$ cat src/rtl/fib_lcd_pkg.sv
// Shared types, banner text and hex-to-ASCII helper for the Fibonacci LCD scroller.
package fib_lcd_pkg;

  localparam int ROW_W = 128;

  typedef enum logic [1:0] {IDLE, GEN, DISP} state_t;

  localparam logic [ROW_W-1:0] BANNER_A = "Press BTN3 to   ";
  localparam logic [ROW_W-1:0] BANNER_B = "show a message..";

  // Uppercase hex digit: 0-9 -> '0'..'9', A-F -> 'A'..'F'
  function automatic logic [7:0] nib2ascii(input logic [3:0] nib);
    if (nib < 4'd10) return 8'h30 + {4'h0, nib};
    else             return 8'h37 + {4'h0, nib};
  endfunction

endpackage

$ cat src/rtl/fib_row_fmt.sv
// Formats one LCD row as "#II:VVVV..." (uppercase hex), left-aligned and space-padded to 16 chars.
module fib_row_fmt
  import fib_lcd_pkg::*;
#(
  parameter int VAL_W = 16
)(
  input  logic [7:0]       idx,
  input  logic [VAL_W-1:0] val,
  output logic [ROW_W-1:0] row
);

  localparam int ND = VAL_W / 4;

  always_comb begin
    row = {16{8'h20}};
    row[ROW_W-1  -: 8] = 8'h23;
    row[ROW_W-9  -: 8] = nib2ascii(idx[7:4]);
    row[ROW_W-17 -: 8] = nib2ascii(idx[3:0]);
    row[ROW_W-25 -: 8] = 8'h3A;
    for (int i = 0; i < ND; i++)
      row[ROW_W-33-8*i -: 8] = nib2ascii(val[VAL_W-1-4*i -: 4]);
  end

endmodule

$ cat src/rtl/fib_scroll_gen.sv
// Fibonacci table generator with saturation and a two-row scrolling LCD text formatter.
// Optional build macro LUCAS_SEED_EN adds seed_sel to select Lucas seeds (2, 1) at start.
module fib_scroll_gen
  import fib_lcd_pkg::*;
#(
  parameter int NUM_TERMS   = 25,
  parameter int VAL_W       = 16,
  parameter int TICK_PERIOD = 100000000
)(
  input  logic             clk,
  input  logic             reset_n,
  input  logic             start,
  input  logic             dir_toggle,
  input  logic             pause,
`ifdef LUCAS_SEED_EN
  input  logic             seed_sel,
`endif
  output logic [ROW_W-1:0] row_a,
  output logic [ROW_W-1:0] row_b,
  output logic [7:0]       cur_idx,
  output logic             busy,
  output logic             ovf
);

  localparam int               AW       = $clog2(NUM_TERMS + 1);
  localparam int               TW       = $clog2(TICK_PERIOD);
  localparam logic [7:0]       LAST     = 8'(NUM_TERMS);
  localparam logic [TW-1:0]    TICK_MAX = TW'(TICK_PERIOD - 1);
  localparam logic [VAL_W-1:0] ALL_ONES = '1;

  state_t           state, state_nxt;
  logic [VAL_W-1:0] tbl [0:(1<<AW)-1];
  logic [7:0]       gen_idx;
  logic [VAL_W-1:0] term_m1, term_m2;
  logic [VAL_W-1:0] term_new, seed1, seed2;
  logic [VAL_W:0]   sum;
  logic             sat;
  logic             lucas;
  logic             dir_up;
  logic [TW-1:0]    tick_cnt;
  logic             tick;
  logic [7:0]       nxt_idx, prv_idx;
  logic [VAL_W-1:0] val_a, val_b;
  logic [ROW_W-1:0] fmt_a, fmt_b;

`ifdef LUCAS_SEED_EN
  always_ff @(posedge clk) begin
    if (!reset_n)                     lucas <= 1'b0;
    else if (start && state != GEN)   lucas <= seed_sel;
  end
`else
  assign lucas = 1'b0;
`endif

  assign seed1 = lucas ? VAL_W'(2) : '0;
  assign seed2 = VAL_W'(1);

  // Next term: seeds for indices 1/2, otherwise a saturating VAL_W+1-bit sum
  always_comb begin
    sum      = {1'b0, term_m1} + {1'b0, term_m2};
    sat      = 1'b0;
    term_new = sum[VAL_W-1:0];
    if (gen_idx == 8'd1)      term_new = seed1;
    else if (gen_idx == 8'd2) term_new = seed2;
    else if (sum[VAL_W]) begin
      term_new = ALL_ONES;
      sat      = 1'b1;
    end
  end

  always_comb begin
    state_nxt = state;
    case (state)
      IDLE:    if (start) state_nxt = GEN;
      GEN:     if (gen_idx == LAST) state_nxt = DISP;
      DISP:    if (start) state_nxt = GEN;
      default: state_nxt = IDLE;
    endcase
  end

  assign busy    = (state == GEN);
  assign tick    = (state == DISP) && !pause && (tick_cnt == TICK_MAX);
  assign nxt_idx = (cur_idx == LAST) ? 8'd1 : cur_idx + 8'd1;
  assign prv_idx = (cur_idx == 8'd1) ? LAST : cur_idx - 8'd1;

  // Control: state, generation index, sticky overflow, direction, scroll position
  always_ff @(posedge clk) begin
    if (!reset_n) begin
      state    <= IDLE;
      gen_idx  <= 8'd1;
      ovf      <= 1'b0;
      dir_up   <= 1'b1;
      tick_cnt <= '0;
      cur_idx  <= 8'd1;
    end else begin
      state <= state_nxt;
      if (dir_toggle) dir_up <= !dir_up;
      if (state != GEN && start) begin
        gen_idx <= 8'd1;
        ovf     <= 1'b0;
      end else if (state == GEN) begin
        gen_idx <= gen_idx + 8'd1;
        if (sat) ovf <= 1'b1;
      end
      if (state == GEN && state_nxt == DISP) begin
        cur_idx  <= 8'd1;
        tick_cnt <= '0;
      end else if (state == DISP && !pause) begin
        if (tick) begin
          tick_cnt <= '0;
          cur_idx  <= dir_up ? nxt_idx : prv_idx;
        end else begin
          tick_cnt <= tick_cnt + TW'(1);
        end
      end
    end
  end

  // Term table and recurrence history carry no reset
  always_ff @(posedge clk) begin
    if (state == GEN) begin
      tbl[gen_idx[AW-1:0]] <= term_new;
      term_m2              <= term_m1;
      term_m1              <= term_new;
    end
  end

  assign val_a = tbl[cur_idx[AW-1:0]];
  assign val_b = tbl[nxt_idx[AW-1:0]];

  fib_row_fmt #(.VAL_W(VAL_W)) u_fmt_a (.idx(cur_idx), .val(val_a), .row(fmt_a));
  fib_row_fmt #(.VAL_W(VAL_W)) u_fmt_b (.idx(nxt_idx), .val(val_b), .row(fmt_b));

  // Rows trail cur_idx by one cycle and freeze outside DISP
  always_ff @(posedge clk) begin
    if (!reset_n) begin
      row_a <= BANNER_A;
      row_b <= BANNER_B;
    end else if (state == DISP) begin
      row_a <= fmt_a;
      row_b <= fmt_b;
    end
  end

endmodule

$ cat config.mk
export PLATFORM = sky130hd
export DESIGN_NAME = fib_scroll_gen
export DESIGN_NICKNAME = d
export VERILOG_FILES = /design/src/rtl/fib_lcd_pkg.sv /design/src/rtl/fib_row_fmt.sv /design/src/rtl/fib_scroll_gen.sv
export SDC_FILE = /design/constraint.sdc
export NUM_CORES = 1
export LEC_CHECK = 0
export CAP_MARGIN = 20
export CORE_MARGIN = 2
export CORE_UTILIZATION = 55
export DETAILED_ROUTE_END_ITERATION = 7
export GPL_ROUTABILITY_DRIVEN = 0
export GPL_TIMING_DRIVEN = 1
export PLACE_DENSITY = 0.72
export SETUP_SLACK_MARGIN = 0.02
export SLEW_MARGIN = 20
export SYNTH_ARGS = -nofsm -noshare
export SYNTH_HDL_FRONTEND = slang
export SYNTH_SLANG_ARGS = --single-unit
$ cat constraint.sdc
create_clock -name clk -period 4.7 [get_ports clk]
set_input_delay 0.94 -clock clk [delete_from_list [all_inputs] [get_ports clk]]
set_output_delay 0.94 -clock clk [all_outputs]
set_load 0.1 [all_outputs]
==> qor.yml <==
crit_path_end_kind: "flop"
grt_use_total_pct: 33.2
die_x_um: 251
core_mm2: 0.0605
setup-violations-final: 0
routedWlPerCell_um: 30.6
grt_start_max_net_pins: 93
hold_ws_ns: 0.445
yosys.cell_count.top_type: "edfxtp_1"
clk_path_buf_depth: 3
port-buffer-count: 154
first_iter_violations: 3377
power.density_mw_per_mm2: 348
cts_buffers: 73
fillers: 4333
die_area_mm2: 0.0632
yosysWarnings: 0
status: "complete, no violations"
synth_area_mm2: 0.0337
startpoint_type: "flop"
synth_edf_count: 544
seq_area_frac_synth_pct: 56.7
cts_tree: "done"
dr_total_vias: 23816
worstHoldPathCells: 2
setup-tns-final_ns: 0
async_reset_ff_share_pct: 0
p_leak_nw: 13.1
reg2reg_depth: 13
dr.pass1.iters: 6
crit_required_ns: 5.22
cts_htree_levels: 3
clkTransAtPathRegs_ns: 0.06
ir_drop_uv: 262
dp_hpwl_mm: 67.0
critical_path_class: "flop to flop"
tightest_slew_ns: 1.19
viasPerCell: 6.92
skew_ns: 0.0289
rsz0062_at_grt: "false"
gr-total-overflow: 0
netlist_instances: 2475
hold_path.class: "flop to flop"
cts_resized: 0
clock_latency_ns: 0.63
regArea_mm2: 0.0191
fmaxAchievable_ghz: 0.233
slew_violations: 0
critPathMaxFanout: 23
grt_pass1_vias: 22672
area_growth_pct: 13.1
rows: 90
synthTopCellsByArea: "edfxtp_1 48%, mux4_2 14%, dfxtp_1 8.2%"
arrival_ns: 4.81
min_period_ns: 4.30
drive_above_1_share_pct: 20.1
initial_core_util_pct: 55.7
drcViolationCount: 0
relSlewSlack_pct: 20.8
cts_setup_buffers: 0
hold_buffers: 0
synthTopCellsByCount: "544 x edfxtp_1, 208 x nand2_1, 207 x mux4_2"
hold_viol: 0
p_total_mw: 13.2
die_height_um: 251
synth_top_area_share_pct: 48.5
synthFlopType: "edfxtp_1"
period_share_pct: 91.4
io_pins: 271
synth_top_cell_by_area: "edfxtp_1"
synthDistinctLibCells: 93
multiInputGateArea_mm2: 0.0132
synth.avg_cell_area_um2: 13.6
fin_nets: 2644
drt-total-wl_mm: 105
antenna_left: 0
cts_root_buffer: "clkbuf_16"
numClockSinks: 682
grt_pass1_wl_mm: 152
antenna_found_initial: 4
maxCapViolCount: 0
ys_seq_elements: 682
[metrics by stage]
| step | cells | utilization [%] | area [µm²] | worst slack [ns] |
|---|---|---|---|---|
| 6_report | 3442 | 63.0 | 38100 | 0.403 |
| 5_1_grt | 3441 | 63.0 | 38100 | 0.246 |
| 4_1_cts | 3440 | 63.0 | 38100 | 0.565 |
| 3_5_place_dp | 3307 | 59.2 | 35800 | 0.590 |
| 3_3_place_gp | 3307 | 59.2 | 35800 | 0.727 |
| 2_1_floorplan | 2589 | - | 34100 | 0.259 |
[sequential cells by signal, indices dropped and copies added, names as in the netlist, named ones only]
signal	count
tbl	512
row_b	44
row_a	42
tick_cnt	27
term_m1	16
term_m2	16
cur_idx	8
gen_idx	8
state	2
dir_up	1
ovf	1
[worst max-delay path: stages (launching register included)]
cell and delay, ns:
dfxtp_1 0.61, inv_1 0.17, ha_4 0.62, inv_1 0.12, a21oi_2 0.15, inv_1 0.19
buf_4 0.26, nor2_1 0.55, a221oi_1 0.17, a221o_2 0.51, ha_1 0.28, a21oi_1 0.14
a31oi_1 0.06, a211oi_1 0.32
[routing by layer]
layer / global-route usage [%] / up-vias / part of all wire (%)
met3: 10.0 / 364 / 14
li1: - / 9644 / -
met1: 43.3 / 11780 / 34
met2: 50.4 / 2026 / 45
met4: 17.7 / 2 / 5.8
met5: 0 / - / 0.0095
[cell usage in the layout (no fill, tap or decap), drive strengths merged, types with 21 or more instances in the layout]
cell           count
clkinv            26
a211oi            31
nor2             153
clkbuf            94
a21oi            126
conb             116
inv               35
nand3             65
ha                37
buf              113
o211ai            25
a22oi             21
nand2            208
mux2i             55
clkdlybuf4s50    152
o22ai             50
xor2              27
nor3              30
dfxtp            138
o21ai             73
mux4             207
nand4             21
xnor2             33
edfxtp           544
[report_power, final]
| group | switching [mW] | internal [mW] |
|---|---|---|
| registers | 0.0272 | 6.69 |
| logic | 0.845 | 0.164 |
| clock network | 2.39 | 3.12 |
| total | 3.26 | 9.98 |
[cell type report]
cell class / count / area share [%]
Clock buffer: 94 / 5.13
Timing Repair Buffer: 265 / 6.48
Tap cell: 782 / 2.57
Clock inverter: 39 / 0.808
Multi-Input combinational cell: 1549 / 34.5
Inverter: 30 / 0.296
Sequential cell: 682 / 50.2
Antenna cell: 1 / 0.00657
[worst paths after layout]
check	from	to	slack, ns
worst min-delay path	row_a[78]$_SDFFE_PN1N_	row_a[78]$_SDFFE_PN1N_	0.45
worst min register to register	row_a[78]$_SDFFE_PN1N_	row_a[78]$_SDFFE_PN1N_	0.45
worst max register to register	cur_idx[1]$_SDFFE_PP0P_	row_b[90]$_SDFFE_PN0N_	0.40
worst max-delay path	cur_idx[1]$_SDFFE_PP0P_	row_b[90]$_SDFFE_PN0N_	0.40
[kinds of logic after synthesis]
family,Yosys count,synth area share (%)
flops,682,56.7
simple gates,569,7.77
compound gates,488,9.87
buf+inv,358,6.52
mux,278,16.0
xor+xnor,60,1.67
fa+ha+maj,38,1.43
other cells,2,0.0223
Power figures use the tool's default switching activity.
